File: config.mk
export PLATFORM = sky130hd
export DESIGN_NAME = vram_arbiter_flat
export DESIGN_NICKNAME = d
export VERILOG_FILES = /design/src/rtl/vram_arbiter_pkg.sv /design/src/rtl/vram_arbiter_if.sv /design/src/rtl/vram_arbiter_rr_arb2.sv /design/src/rtl/vram_arbiter.sv /design/src/flat_wrapper.sv
export SDC_FILE = /design/constraint.sdc
export NUM_CORES = 1
export LEC_CHECK = 0
export CORE_MARGIN = 2
export CORE_UTILIZATION = 31
export DETAILED_ROUTE_END_ITERATION = 10
export HOLD_SLACK_MARGIN = 0.1
export PLACE_DENSITY = 0.89
export SLEW_MARGIN = 20
export SYNTH_ARGS = -nofsm -noshare
export SYNTH_HDL_FRONTEND = slang
export SYNTH_SLANG_ARGS = --single-unit
File: constraint.sdc
create_clock -name CLK -period 5.15 [get_ports CLK]
set_input_delay 1.2875 -clock CLK [delete_from_list [all_inputs] [get_ports CLK]]
set_output_delay 1.2875 -clock CLK [all_outputs]
set_load 0.03 [all_outputs]
File: src/rtl/vram_arbiter_pkg.sv
// vram_arbiter_pkg: shared VRAM geometry, channel mapping and arbiter source encoding.
// Latency: none (constants, types and a pure helper function only).
// Backpressure: none.
package vram_arbiter_pkg;

  localparam int VRAM_ADDR_W   = 12;
  localparam int VRAM_DATA_W   = 24;
  localparam int VRAM_CHANNELS = 3;
  localparam int CH_W          = 8;
  localparam int WAIT_W        = 8;

  // Byte-enable bit i covers word bits [BE_CH_LSB[i*5 +: 5] +: CH_W]
  localparam logic [VRAM_CHANNELS*5-1:0] BE_CH_LSB = {5'd16, 5'd8, 5'd0};

  // Owner of the memory port in a given cycle
  typedef enum logic [1:0] {
    SRC_IDLE = 2'd0,
    SRC_SCAN = 2'd1,
    SRC_WR0  = 2'd2,
    SRC_WR1  = 2'd3
  } src_e;

  // Expand channel enables into a per-bit write mask
  function automatic logic [VRAM_DATA_W-1:0] be_to_mask(input logic [VRAM_CHANNELS-1:0] be);
    logic [VRAM_DATA_W-1:0] mask;
    mask = '0;
    for (int i = 0; i < VRAM_CHANNELS; i++) begin
      if (be[i]) begin
        mask[BE_CH_LSB[i*5 +: 5] +: CH_W] = {CH_W{1'b1}};
      end
    end
    return mask;
  endfunction

endpackage

File: src/rtl/vram_arbiter_if.sv
// vram_arbiter_if: scan-out, two write ports, memory port and starvation status.
// Latency: none (wiring only).
// Backpressure: writers hold req until ack; scan requests are never stalled.
interface vram_arbiter_if
  import vram_arbiter_pkg::*;
#(
  parameter int ADDR_W = VRAM_ADDR_W,
  parameter int DATA_W = VRAM_DATA_W
) ();

  logic                     scan_req;
  logic [ADDR_W-1:0]        scan_addr;
  logic                     scan_valid;
  logic [DATA_W-1:0]        scan_data;

  logic                     wr0_req;
  logic [ADDR_W-1:0]        wr0_addr;
  logic [DATA_W-1:0]        wr0_data;
  logic [VRAM_CHANNELS-1:0] wr0_be;
  logic                     wr0_ack;

  logic                     wr1_req;
  logic [ADDR_W-1:0]        wr1_addr;
  logic [DATA_W-1:0]        wr1_data;
  logic [VRAM_CHANNELS-1:0] wr1_be;
  logic                     wr1_ack;

  logic                     mem_en;
  logic                     mem_we;
  logic [ADDR_W-1:0]        mem_addr;
  logic [DATA_W-1:0]        mem_wdata;
  logic [VRAM_CHANNELS-1:0] mem_be;
  logic [DATA_W-1:0]        mem_rdata;

  logic                     starve;
  logic                     starve_clr;

  // Arbiter side
  modport slave (
    input  scan_req, scan_addr,
    input  wr0_req, wr0_addr, wr0_data, wr0_be,
    input  wr1_req, wr1_addr, wr1_data, wr1_be,
    input  mem_rdata, starve_clr,
    output scan_valid, scan_data, wr0_ack, wr1_ack,
    output mem_en, mem_we, mem_addr, mem_wdata, mem_be, starve
  );

  // Requesters and memory side
  modport master (
    output scan_req, scan_addr,
    output wr0_req, wr0_addr, wr0_data, wr0_be,
    output wr1_req, wr1_addr, wr1_data, wr1_be,
    output mem_rdata, starve_clr,
    input  scan_valid, scan_data, wr0_ack, wr1_ack,
    input  mem_en, mem_we, mem_addr, mem_wdata, mem_be, starve
  );

endinterface

File: src/rtl/vram_arbiter_rr_arb2.sv
// rr_arb2: two-requester round-robin grant; pointer remembers the last port granted.
// Latency: grant is combinational in the request cycle; pointer updates on the next edge.
// Backpressure: en=0 withholds all grants and freezes the pointer.
module rr_arb2
  import vram_arbiter_pkg::*;
(
  input  logic       clk,
  input  logic       rst,
  input  logic       en,
  input  logic [1:0] req,
  output logic [1:0] gnt
);

  // 0 = port 0 granted last, 1 = port 1; resets to 1 so port 0 wins the first tie
  logic last;

  // Grant the lone requester, or on a tie the port that was not granted last
  always_comb begin
    gnt = 2'b00;
    if (en) begin
      case (req)
        2'b01:   gnt = 2'b01;
        2'b10:   gnt = 2'b10;
        2'b11:   gnt = last ? 2'b01 : 2'b10;
        default: gnt = 2'b00;
      endcase
    end
  end

  // Pointer moves only when a grant is actually issued
  always_ff @(posedge clk or posedge rst) begin
    if (rst) begin
      last <= 1'b1;
    end else if (gnt[0]) begin
      last <= 1'b0;
    end else if (gnt[1]) begin
      last <= 1'b1;
    end
  end

endmodule

File: src/rtl/vram_arbiter.sv
// vram_arbiter: shares one VRAM port between scan-out reads and two write ports.
// Latency: write ack combinational in the grant cycle; scan_data one cycle after grant.
// Backpressure: scan always wins; writers hold until ack, long waits raise sticky starve.
module vram_arbiter
  import vram_arbiter_pkg::*;
#(
  parameter int ADDR_W       = VRAM_ADDR_W,
  parameter int DATA_W       = VRAM_DATA_W,
  parameter int STARVE_LIMIT = 255
) (
  input logic           CLK,
  input logic           RST,
  vram_arbiter_if.slave bus
);

  localparam logic [WAIT_W-1:0] LIMIT = WAIT_W'(STARVE_LIMIT);

  logic              scan_gnt;
  logic              wr_en;
  logic [1:0]        wr_gnt;
  src_e              src;
  logic              rd_valid;
  logic              starve_q;
  logic              starve_set;
  logic [WAIT_W-1:0] wait0;
  logic [WAIT_W-1:0] wait1;
  logic [WAIT_W-1:0] wait0_nxt;
  logic [WAIT_W-1:0] wait1_nxt;

  // Nothing is granted while reset is held, so an un-acked write stays pending
  // at its requester and is arbitrated normally once reset is released.
  assign scan_gnt = bus.scan_req && !RST;
  assign wr_en    = !bus.scan_req && !RST;

  rr_arb2 u_rr (
    .clk (CLK),
    .rst (RST),
    .en  (wr_en),
    .req ({bus.wr1_req, bus.wr0_req}),
    .gnt (wr_gnt)
  );

  // Pick the single owner of the memory port this cycle
  always_comb begin
    src = SRC_IDLE;
    if (scan_gnt) begin
      src = SRC_SCAN;
    end else if (wr_gnt[0]) begin
      src = SRC_WR0;
    end else if (wr_gnt[1]) begin
      src = SRC_WR1;
    end
  end

  // Steer the owner onto the memory port; an idle port drives all zeros
  always_comb begin
    bus.mem_en    = 1'b0;
    bus.mem_we    = 1'b0;
    bus.mem_addr  = '0;
    bus.mem_wdata = '0;
    bus.mem_be    = '0;
    case (src)
      SRC_SCAN: begin
        bus.mem_en   = 1'b1;
        bus.mem_addr = bus.scan_addr;
      end
      SRC_WR0: begin
        bus.mem_en    = 1'b1;
        bus.mem_we    = 1'b1;
        bus.mem_addr  = bus.wr0_addr;
        bus.mem_wdata = bus.wr0_data;
        bus.mem_be    = bus.wr0_be;
      end
      SRC_WR1: begin
        bus.mem_en    = 1'b1;
        bus.mem_we    = 1'b1;
        bus.mem_addr  = bus.wr1_addr;
        bus.mem_wdata = bus.wr1_data;
        bus.mem_be    = bus.wr1_be;
      end
      default: ;
    endcase
  end

  assign bus.wr0_ack = wr_gnt[0];
  assign bus.wr1_ack = wr_gnt[1];

  // Read data is returned exactly as the memory presents it; no write forwarding
  assign bus.scan_valid = rd_valid;
  assign bus.scan_data  = rd_valid ? bus.mem_rdata : '0;

  // Track a granted scan read into the memory's one-cycle read latency
  always_ff @(posedge CLK or posedge RST) begin
    if (RST) begin
      rd_valid <= 1'b0;
    end else begin
      rd_valid <= scan_gnt;
    end
  end

  // Saturating wait count: grows while requesting un-acked, clears on ack or idle
  function automatic logic [WAIT_W-1:0] wait_next(input logic req, input logic ack,
                                                  input logic [WAIT_W-1:0] cur);
    if (!req || ack) begin
      return '0;
    end
    if (&cur) begin
      return cur;
    end
    return cur + 1'b1;
  endfunction

  assign wait0_nxt  = wait_next(bus.wr0_req, wr_gnt[0], wait0);
  assign wait1_nxt  = wait_next(bus.wr1_req, wr_gnt[1], wait1);
  // Evaluated on the next count so starve rises on the edge the limit is reached
  assign starve_set = (wait0_nxt >= LIMIT) || (wait1_nxt >= LIMIT);

  // Per-writer wait counters
  always_ff @(posedge CLK or posedge RST) begin
    if (RST) begin
      wait0 <= '0;
      wait1 <= '0;
    end else begin
      wait0 <= wait0_nxt;
      wait1 <= wait1_nxt;
    end
  end

  // Sticky starvation flag; a new set beats a simultaneous clear
  always_ff @(posedge CLK or posedge RST) begin
    if (RST) begin
      starve_q <= 1'b0;
    end else if (starve_set) begin
      starve_q <= 1'b1;
    end else if (bus.starve_clr) begin
      starve_q <= 1'b0;
    end
  end

  assign bus.starve = starve_q;

endmodule

File: src/flat_wrapper.sv
// flat-port wrapper written by rule: the top's interface ports become plain ports
module vram_arbiter_flat import vram_arbiter_pkg::*;
#(
  parameter int ADDR_W       = VRAM_ADDR_W,
  parameter int DATA_W       = VRAM_DATA_W,
  parameter int STARVE_LIMIT = 255
)
  (CLK, RST, bus_scan_req, bus_scan_addr, bus_wr0_req, bus_wr0_addr, bus_wr0_data, bus_wr0_be, bus_wr1_req, bus_wr1_addr, bus_wr1_data, bus_wr1_be, bus_mem_rdata, bus_starve_clr, bus_scan_valid, bus_scan_data, bus_wr0_ack, bus_wr1_ack, bus_mem_en, bus_mem_we, bus_mem_addr, bus_mem_wdata, bus_mem_be, bus_starve);
  vram_arbiter_if #(.ADDR_W(ADDR_W), .DATA_W(DATA_W)) bus_i ();
  input logic CLK;
  input logic RST;
  input wire logic [$bits(bus_i.scan_req)-1:0] bus_scan_req;
  input wire logic [$bits(bus_i.scan_addr)-1:0] bus_scan_addr;
  input wire logic [$bits(bus_i.wr0_req)-1:0] bus_wr0_req;
  input wire logic [$bits(bus_i.wr0_addr)-1:0] bus_wr0_addr;
  input wire logic [$bits(bus_i.wr0_data)-1:0] bus_wr0_data;
  input wire logic [$bits(bus_i.wr0_be)-1:0] bus_wr0_be;
  input wire logic [$bits(bus_i.wr1_req)-1:0] bus_wr1_req;
  input wire logic [$bits(bus_i.wr1_addr)-1:0] bus_wr1_addr;
  input wire logic [$bits(bus_i.wr1_data)-1:0] bus_wr1_data;
  input wire logic [$bits(bus_i.wr1_be)-1:0] bus_wr1_be;
  input wire logic [$bits(bus_i.mem_rdata)-1:0] bus_mem_rdata;
  input wire logic [$bits(bus_i.starve_clr)-1:0] bus_starve_clr;
  output wire logic [$bits(bus_i.scan_valid)-1:0] bus_scan_valid;
  output wire logic [$bits(bus_i.scan_data)-1:0] bus_scan_data;
  output wire logic [$bits(bus_i.wr0_ack)-1:0] bus_wr0_ack;
  output wire logic [$bits(bus_i.wr1_ack)-1:0] bus_wr1_ack;
  output wire logic [$bits(bus_i.mem_en)-1:0] bus_mem_en;
  output wire logic [$bits(bus_i.mem_we)-1:0] bus_mem_we;
  output wire logic [$bits(bus_i.mem_addr)-1:0] bus_mem_addr;
  output wire logic [$bits(bus_i.mem_wdata)-1:0] bus_mem_wdata;
  output wire logic [$bits(bus_i.mem_be)-1:0] bus_mem_be;
  output wire logic [$bits(bus_i.starve)-1:0] bus_starve;
  assign bus_i.scan_req = bus_scan_req;
  assign bus_i.scan_addr = bus_scan_addr;
  assign bus_i.wr0_req = bus_wr0_req;
  assign bus_i.wr0_addr = bus_wr0_addr;
  assign bus_i.wr0_data = bus_wr0_data;
  assign bus_i.wr0_be = bus_wr0_be;
  assign bus_i.wr1_req = bus_wr1_req;
  assign bus_i.wr1_addr = bus_wr1_addr;
  assign bus_i.wr1_data = bus_wr1_data;
  assign bus_i.wr1_be = bus_wr1_be;
  assign bus_i.mem_rdata = bus_mem_rdata;
  assign bus_i.starve_clr = bus_starve_clr;
  assign bus_scan_valid = bus_i.scan_valid;
  assign bus_scan_data = bus_i.scan_data;
  assign bus_wr0_ack = bus_i.wr0_ack;
  assign bus_wr1_ack = bus_i.wr1_ack;
  assign bus_mem_en = bus_i.mem_en;
  assign bus_mem_we = bus_i.mem_we;
  assign bus_mem_addr = bus_i.mem_addr;
  assign bus_mem_wdata = bus_i.mem_wdata;
  assign bus_mem_be = bus_i.mem_be;
  assign bus_starve = bus_i.starve;
  vram_arbiter #(.ADDR_W(ADDR_W), .DATA_W(DATA_W), .STARVE_LIMIT(STARVE_LIMIT)) u_core (.CLK(CLK), .RST(RST), .bus(bus_i));
endmodule
# Word-level counts from Yosys, hierarchy flattened
# Cells that the tools add are included.
# totals
in_bits,120
regBits,19
output_inout_bits,69
wordCells,60
# classes
magnitude_cmp,2
muxes,30
add_sub_neg,2
reduce_logical,15
n_eq_ne,6
# op_table
cell,n
2-to-1 mux 8 bit,8
one-hot mux 24 bit (2 select lines),1
one-hot mux 12 bit (3 select lines),1
2-to-1 mux 24 bit,1
adder 8 x 1 -> 8 bit (second input constant),2
greater-or-equal comparator 8 bit (second input constant),2
AND reduction 8 bit,2
2-to-1 mux 1 bit,12
2-to-1 mux 2 bit,5
== test 2 bit (second input constant),4
one-hot mux 2 bit (3 select lines),1
one-hot mux 3 bit (2 select lines),1
== test 2 x 1 -> 1 bit (second input constant),2
zero test 1 bit,4
nonzero test 2 bit,2
logical OR 1 bit,3
OR reduction 3 bit,1
logical AND 1 bit,2
OR reduction 2 bit,1

# Logic depth before layout (Yosys ltp)
# Gate-level depths: netlist of run 1.
# logic_depth
ltp_word,11
mapped_depth,7

# Modules after synthesis
# A second synthesis of run 1 with hierarchy kept.
# unflattened
cells_unflattened,227
hier_area_um2,1754.2
# modules_own_cells
mod,area_per_inst_um2,instances,cells_each,seq_area_each_um2
vram_arbiter,1687.9,1,218,450.4
rr_arb2,66.3,1,9,26.3

# Worst setup path after synthesis of run 1
# No wires, ideal clock.
# synth_path
kind,input to output
startpoint,in bus_scan_req
endpoint,out bus_mem_be[0]
path_buffers,1
setup_slack_ns,1.500
path_stages,4
required_time_ns,3.863
t_arrival_ns,2.363
path_cell_list,a211o_1 -> nor2_1 -> buf_2 -> a22o_1
# synth_between
elab_chain_len,8
word_cells_on_any_way,10
# synth_rtl
element,line,rtl
from (decl),flat_wrapper.sv:12,input wire logic [$bits(bus_i.scan_req)-1:0] bus_scan_req;
zero test 1 bit (*),vram_arbiter.sv:33,assign wr_en = !bus.scan_req && !RST;
logical AND 1 bit (*),vram_arbiter.sv:33,
2-to-1 mux 2 bit (*),vram_arbiter_rr_arb2.sv:20,if (en) begin
via bus_wr1_ack,flat_wrapper.sv:27,output wire logic [$bits(bus_i.wr1_ack)-1:0] bus_wr1_ack;
2-to-1 mux 2 bit (*),vram_arbiter.sv:50,end else if (wr_gnt[1]) begin
2-to-1 mux 2 bit (*),vram_arbiter.sv:48,end else if (wr_gnt[0]) begin
2-to-1 mux 2 bit (*),vram_arbiter.sv:46,if (scan_gnt) begin
== test 2 bit,vram_arbiter.sv:62,case (src)
one-hot mux 3 bit (2 select lines) (*),vram_arbiter.sv:62,
to (decl),flat_wrapper.sv:32,output wire logic [$bits(bus_i.mem_be)-1:0] bus_mem_be;
# The timed path passes the listed nets; every way through them passes the cells marked *.

# Final worst setup path of run 1
# layout_path
startpoint,in RST
endpoint,out bus_mem_addr[3]
# layout_between
elab_chain_len,8
word_cells_on_any_way,11
# layout_rtl
element,line,rtl
from (decl),flat_wrapper.sv:11,input logic RST;
zero test 1 bit (*),"vram_arbiter.sv:32, vram_arbiter.sv:33",
logical AND 1 bit,vram_arbiter.sv:33,
2-to-1 mux 2 bit,vram_arbiter_rr_arb2.sv:20,
2-to-1 mux 2 bit,vram_arbiter.sv:50,
2-to-1 mux 2 bit,vram_arbiter.sv:48,
2-to-1 mux 2 bit (*),vram_arbiter.sv:46,
== test 2 bit or == test 2 x 1 -> 1 bit (tied branches),vram_arbiter.sv:62,
one-hot mux 12 bit (3 select lines) (*),vram_arbiter.sv:62,
to (decl),flat_wrapper.sv:30,output wire logic [$bits(bus_i.mem_addr)-1:0] bus_mem_addr;
# Every way passes the cells marked *; elsewhere a longest branch is shown, timed or not.

==> reports/qor_table.md, run 1 <==
| Parameter | Reported |
|---|---|
| Clock H-tree levels | 1 |
| Worst Setup Path Type | input pin to primary output |
| Final worst-path cycle share | 0.906 |
| Number of max-cap violations | 0 |
| Number of failing hold endpoints at the final stage | 0 |
| Total leakage power | 0.00154 uW |
| CTS Hold Bufs | 0 |
| Number of CTS-inserted buffers | 3 |
| Final setup fails | 0 |
| Core ar. | 5540 um^2 |
| Row count | 27 |
| Die Span Y | 79.9 um |
| Synthesized netlist cell count | 212 |
| Kind of cell adding the most delay to the critical path | buffers and inverters |
| Global-route wire length before repair | 12200 um |
| Overall global routing resource usage | 0.245 |
| # DRC | 0 |
| Clock sink total | 19 |
| Syn. warnings | 0 |
| Insertion delay to the later sink of the worst-skew pair | 0.27 ns |
| CTS tree | done |
| Max Clock Skew | 0.0120 ns |
| Largest fanout on the critical path | 40 |
| Initial standard-cell utilization of the core | 0.322 |
| Layout Cell Area excl Fill | 3780 um^2 |
| Post-CTS setup repair buffer count | 0 |
| Slowest CP cell | sky130_fd_sc_hd__clkdlybuf4s50_1 |
| RD Place Congestion | 1.06 |
| Arrival time at the worst endpoint | 3.38 ns |
| Worst Setup End Kind | primary output |
| Net count after synthesis | 334 |
| Clock share of power | 0.196 |
| Post-DP Area | 3730 um^2 |
| Switching part of the total power | 0.332 |
| Clock Tree Buf Depth | 2 |
| Worst slew margin | 0.518 |
| Most Frequent Cell on Critical Path | sky130_fd_sc_hd__clkdlybuf4s50_1 |
| Power per cell area | 146 nW/um^2 |
| Worst Path Buf+Inv | 4 |
| Transition at the pin with the smallest max-transition slack | 0.721 ns |
| Area growth from synthesis to layout | 112% |
| Post-Route WL | 8110 um |
| Crit path cell chain | clkdlybuf4s50_1, nor2_1, nand2_1, nor2_2, buf_12, a222oi_1, inv_1, clkdlybuf4s50_1 |
| Wire length per cell after detailed routing | 17.4 um |
| DIE WIDTH | 79.9 um |
| Unrepaired setup endpoints after global routing | no |
| Number of enable-type register cells in the synthesized netlist | 0 |
| Number of unique standard cell types used by synthesis | 53 |
| Largest net degree at the start of global routing | 41 |
| Max-slew violations | 0 |
| Logic gate share of total power | 0.503 |
| Post-cts repair resize count | 0 |
| Dominant synthesized flop cell | sky130_fd_sc_hd__dfrtp_1 |
| Post-synthesis register bit count | 19 |
| GR Overflow Total | 0 |
| Setup TNS | 0 ns |
| Post-synth ARST share | 1.00 |
| Post-synth design cell area | 1790 um^2 |
| Path type of the worst min-delay path | register to register |
| Clock Tree Root | sky130_fd_sc_hd__clkbuf_8 |
| Overall via count from detail_route | 2431 |
| Starting DRT DRC Count | 115 |
| Antenna violations before repair | 2 |
| Final antenna-violating net count | 0 |
| Number of global-route vias before repair | 2399 |
| Fraction of layout instances using a drive strength above 1 | 0.0611 |
| Int Pwr | 368 uW |
| Portion of the post-synthesis area used by sequential elements | 0.267 |
| Switching power total | 183 uW |
| Max VDD drop | 0.223 mV |
| Status | finished clean |
| Synthesized area per cell | 8.43 um^2 |
| Endpoint required time on the critical path | 3.86 ns |
| Fmax | 214 MHz |
| Die area | 6390 um^2 |
| Critical Path Start Type | input pin |
| Detail Placement HPWL | 6760 um |
| I/O Buffers | 188 |
| Average via count per standard cell | 5.21 |
| Crit-path max cell delay | 0.68 ns |
| Drt first pass iters | 4 |
| Final critical path time including I/O delays and setup | 4.67 ns |
| Clock transition time at the flip-flop clock pins of the worst setup and hold paths | 0.08 ns |
| I/O Pins | 189 |
| Relative contribution of sequential cells to total power | 0.301 |
| Nets | 516 |
## cell type report
type	instances	area (um^2)
clock buffer	4	45.0
inverter	16	60.1
timing repair buffer	191	1930
multi-input combinational	163	1180
sequential	19	477
fill	438	1760
antenna	2	5.00
tap	72	90.1
## final timing paths
path | from | endpoint | slack, ns | cells after the start
max in group asynchronous | RST | u_core.wait1[4]$_DFF_PP0_ | 3.07 | 2
worst max register to register | u_core.wait0[0]$_DFF_PP0_ | u_core.bus.starve$_DFFE_PP0P_ | 3.28 | 6
worst max-delay path | RST | bus_mem_addr[3] | 0.48 | 8
worst min-delay path | u_core.bus.starve$_DFFE_PP0P_ | u_core.bus.starve$_DFFE_PP0P_ | 0.52 | 2
min in group asynchronous | RST | u_core.wait0[6]$_DFF_PP0_ | 1.61 | 2
worst min register to register | u_core.bus.starve$_DFFE_PP0P_ | u_core.bus.starve$_DFFE_PP0P_ | 0.52 | 2
## routing by layer
metal	global-route usage	up-vias	part of all wire
li1	-	1169	-
met1	0.263	1093	0.34
met2	0.419	143	0.52
met3	0.0826	26	0.11
met4	0.134	0	0.037
met5	0	-	0
## flip-flops by register name, summed over array words and instances, names as in the netlist
| signal | count |
|---|---|
| u_core.wait1 | 8 |
| u_core.u_rr.last | 1 |
| u_core.bus.scan_valid | 1 |
| u_core.wait0 | 8 |
| u_core.bus.starve | 1 |
## cells in the final DEF, fill, tap and decap left out, types with 3 or more instances in the layout
| master | Yosys | final |
|---|---|---|
| sky130_fd_sc_hd__nand4_1 | 4 | 4 |
| sky130_fd_sc_hd__and2_1 | 24 | 24 |
| sky130_fd_sc_hd__clkbuf_8 | 0 | 3 |
| sky130_fd_sc_hd__o21ai_0 | 6 | 6 |
| sky130_fd_sc_hd__nand3_1 | 8 | 8 |
| sky130_fd_sc_hd__inv_1 | 16 | 16 |
| sky130_fd_sc_hd__nor3_1 | 4 | 4 |
| sky130_fd_sc_hd__a222oi_1 | 12 | 12 |
| sky130_fd_sc_hd__and3_1 | 5 | 5 |
| sky130_fd_sc_hd__nand2_1 | 8 | 8 |
| sky130_fd_sc_hd__clkdlybuf4s50_1 | 0 | 188 |
| sky130_fd_sc_hd__a22o_1 | 28 | 28 |
| sky130_fd_sc_hd__dfrtp_1 | 18 | 18 |
| sky130_fd_sc_hd__a31oi_1 | 5 | 5 |
| sky130_fd_sc_hd__nor2_1 | 17 | 15 |
## power by group through the flow
stage	combinational [uW]	sequential, uW	clock, uW
after floorplan	117	166	0
after global placement	275	168	0
after detailed placement	278	168	0
after CTS	279	165	109
after global routing	294	167	117
final	277	166	108
## synth_stat cells, types with 3 or more instances
| master | count | area share |
|---|---|---|
| sky130_fd_sc_hd__a22o_1 | 28 | 0.14 |
| sky130_fd_sc_hd__and2_1 | 24 | 0.084 |
| sky130_fd_sc_hd__dfrtp_1 | 18 | 0.25 |
| sky130_fd_sc_hd__nor2_1 | 17 | 0.036 |
| sky130_fd_sc_hd__inv_1 | 16 | 0.034 |
| sky130_fd_sc_hd__a222oi_1 | 12 | 0.067 |
| sky130_fd_sc_hd__buf_2 | 8 | 0.022 |
| sky130_fd_sc_hd__nand2_1 | 8 | 0.017 |
| sky130_fd_sc_hd__nand3_1 | 8 | 0.022 |
| sky130_fd_sc_hd__o21ai_0 | 6 | 0.017 |
| sky130_fd_sc_hd__a31oi_1 | 5 | 0.018 |
| sky130_fd_sc_hd__and3_1 | 5 | 0.018 |
| sky130_fd_sc_hd__nand4_1 | 4 | 0.014 |
| sky130_fd_sc_hd__nor3_1 | 4 | 0.011 |
| sky130_fd_sc_hd__clkbuf_1 | 3 | 0.0063 |
## cell families after synthesis
| logic type | count (synthesis) | synth area share |
|---|---|---|
| muxes | 4 | 0.0259 |
| and+or+nand+nor | 87 | 0.276 |
| AOI/OAI and AO/OA | 67 | 0.326 |
| buffers and inverters | 30 | 0.0770 |
| DFF | 19 | 0.267 |
| xor gates and xnor gates | 3 | 0.0147 |
| adders and majority gates | 2 | 0.0140 |
## metrics by stage
step | total power (uW) | setup WS (ns) | util | hold slack (ns) | std cells
finish | 551 | 0.482 | 0.683 | 0.517 | 467
global route | 578 | 0.347 | 0.683 | 0.545 | 467
CTS | 554 | 0.493 | 0.682 | 0.516 | 465
detailed placement | 446 | 0.492 | 0.674 | 0.483 | 461
global placement | 442 | 0.528 | 0.674 | 0.496 | 461
floorplan | 283 | 1.50 | - | 0.487 | 212
## worst reg2reg max path: stages, from the launching register on
cell,delay (ns)
sky130_fd_sc_hd__dfrtp_1,0.44
sky130_fd_sc_hd__ha_1,0.33
sky130_fd_sc_hd__and3_4,0.25
sky130_fd_sc_hd__mux2_4,0.30
sky130_fd_sc_hd__a221oi_2,0.24
sky130_fd_sc_hd__o211ai_1,0.15
sky130_fd_sc_hd__o211ai_2,0.09
(Power assumes the default switching activity.)
==> inputs of run 2 (changes only) <==
==> constraint.sdc (replaced) <==
create_clock -name CLK -period 5.15 [get_ports CLK]
set_input_delay 1.03 -clock CLK [delete_from_list [all_inputs] [get_ports CLK]]
set_output_delay 1.03 -clock CLK [all_outputs]
set_load 0.03 [all_outputs]
==> run 2 against run 1 <==
Effect of this change: utilization fell by 0.52 points; flip-flop and latch count did not move; combinational power barely moved; critical endpoint is now bus_mem_addr[4]; highest routed layer unchanged.
==> reports/qor_table.md, run 2 (synthesis results as in run 1) <==
| Parameter | Reported |
|---|---|
| Starting DRT DRC Count | 172 |
| Hold Path Stages | 2 |
| Clock sink total | 19 |
| Number of failing hold endpoints at the final stage | 0 |
| Post-CTS setup repair buffer count | 0 |
| Worst setup slack before clock tree synthesis | 0.847 ns |
| Number of filler cells placed in the layout | 469 |
| Worst r2r dst | u_core.bus.starve$_DFFE_PP0P_ |
| Clock Tree Root | sky130_fd_sc_hd__clkbuf_8 |
| Transition at the pin with the smallest max-transition slack | 0.721 ns |
| Leading cell types in the layout, fill and taps excluded | sky130_fd_sc_hd__clkdlybuf4s50_1, sky130_fd_sc_hd__a22o_1, sky130_fd_sc_hd__and2_1 |
| Clock H-tree levels | 1 |
| CTS tree | done |
| Detail Placement HPWL | 6780 um |
| Worst slew margin | 0.519 |
| Status | finished clean |
| Final worst-path cycle share | 0.838 |
| Fmax | 232 MHz |
| I/O Pins | 189 |
| Final critical path time including I/O delays and setup | 4.32 ns |
| Internal reg-to-reg setup slack | 3.29 ns |
| Die Span Y | 79.9 um |
| Row count | 27 |
| Unrepaired setup endpoints after global routing | no |
| Area growth from synthesis to layout | 110% |
| Worst Min Path Start | u_core.bus.starve$_DFFE_PP0P_ |
| Max Clock Skew | 0.0126 ns |
| CTS Hold Bufs | 0 |
| Worst Setup End Kind | primary output |
| Die area | 6390 um^2 |
| Nets | 516 |
| Arrival time at the worst endpoint | 3.29 ns |
| Core ar. | 5540 um^2 |
| Critical Path Start | RST |
| Overall via count from detail_route | 2456 |
| Source of the worst register-to-register timing path | u_core.wait0[0]$_DFF_PP0_ |
| Cell count of the worst reg-to-reg path | 6 |
| Initial standard-cell utilization of the core | 0.322 |
| Number of antenna cells inserted | 0 |
| Endpoint required time on the critical path | 4.12 ns |
| Worst Setup Path Type | input pin to primary output |
| Largest registers | u_core.wait0 (8), u_core.wait1 (8) |
| Average via count per standard cell | 5.28 |
| I/O Buffers | 188 |
| Global-route wire length before repair | 11800 um |
| Setup TNS | 0 ns |
| Max VDD drop | 0.134 mV |
| Largest fanout on the critical path | 40 |
| Path type of the worst min-delay path | register to register |
| GR Overflow Total | 0 |
| Number of global-route vias before repair | 2355 |
| RD Place Congestion | 0.984 |
| Number of max-cap violations | 0 |
| Final WS setup | 0.833 ns |
| Clock Tree Buf Depth | 2 |
| Clock transition time at the flip-flop clock pins of the worst setup and hold paths | 0.08 ns |
| Wire length per cell after detailed routing | 17.6 um |
| Antenna violations before repair | 0 |
| Final antenna-violating net count | 0 |
| Post-Route WL | 8210 um |
| Insertion delay to the later sink of the worst-skew pair | 0.27 ns |
| Critical Path Start Type | input pin |
| Power per cell area | 147 nW/um^2 |
| Drt first pass iters | 6 |
| Overall global routing resource usage | 0.238 |
| Hold path endpoint | u_core.bus.starve$_DFFE_PP0P_ |
| # DRC | 0 |
| Total leakage power | 0.00154 uW |
| Leading cell type in the layout, fill and taps excluded | sky130_fd_sc_hd__clkdlybuf4s50_1 |
| DIE WIDTH | 79.9 um |
| Largest net degree at the start of global routing | 41 |
| Final setup fails | 0 |
| Max-slew violations | 0 |
| Fraction of layout instances using a drive strength above 1 | 0.0636 |
| Number of CTS-inserted buffers | 3 |
| Post-cts repair resize count | 0 |
-- run 2: cell types whose count changed in the layout (fill, tap and decap cells not counted) --
cell	delta
sky130_fd_sc_hd__buf_12	-2
sky130_fd_sc_hd__clkbuf_1	-1
sky130_fd_sc_hd__clkinv_2	+1
sky130_fd_sc_hd__buf_4	+2
sky130_fd_sc_hd__diode_2	-2
-- run 2: critical path, cell delays in order --
cell and delay, ns:
sky130_fd_sc_hd__clkdlybuf4s50_1 0.53, sky130_fd_sc_hd__nor2_1 0.24, sky130_fd_sc_hd__nand2_1 0.12, sky130_fd_sc_hd__nor2_2 0.09
sky130_fd_sc_hd__buf_4 0.36, sky130_fd_sc_hd__a222oi_1 0.16, sky130_fd_sc_hd__inv_1 0.08, sky130_fd_sc_hd__clkdlybuf4s50_1 0.67
-- run 2: report_power, final --
group | total, uW | internal, uW | switching [uW]
Combinational | 276 | 154 | 121
Sequential | 166 | 156 | 9.86
Clock | 110 | 54.1 | 55.8
-- run 2: worst max path at each step --
stage / end / slack [ns] / cells past startpoint
2_1_floorplan: bus_mem_be[0] / 2.01 / 4
4_1_cts: bus_mem_addr[8] / 0.85 / 8
5_1_grt: bus_mem_addr[11] / 0.64 / 8
3_3_place_gp: bus_mem_addr[9] / 0.91 / 7
3_5_place_dp: bus_mem_addr[8] / 0.85 / 8
6_report: bus_mem_addr[4] / 0.83 / 8
-- run 2: metrics by stage --
step / power (uW) / hold slack [ns] / std cells / cell area (um^2) / util
final: 552 / 0.523 / 465 / 3750 / 0.678
after global routing: 575 / 0.554 / 465 / 3750 / 0.678
after CTS: 553 / 0.521 / 465 / 3750 / 0.678
after detailed placement: 444 / 0.492 / 461 / 3710 / 0.669
after global placement: 440 / 0.497 / 461 / 3710 / 0.669
after floorplan: 283 / 0.487 / 212 / 1790 / -
-- run 2: final cells by class --
type	count	area, um^2	share of cell area
repair buffers	191	1900	0.507
multi-input cells	163	1180	0.314
flip-flops and latches	19	477	0.127
well taps	72	90.1	0.0240
inverters	16	60.1	0.0160
clock buffers	3	41.3	0.0110
clock inverters	1	5.00	0.00133
-- run 2: metal layers --
metal  track usage  vias up  wire (um)
li1              -     1171          -
met1         0.247     1124       2790
met2         0.427      138       4220
met3        0.0701       23        816
met4         0.131        0        372
met5             0        -          0
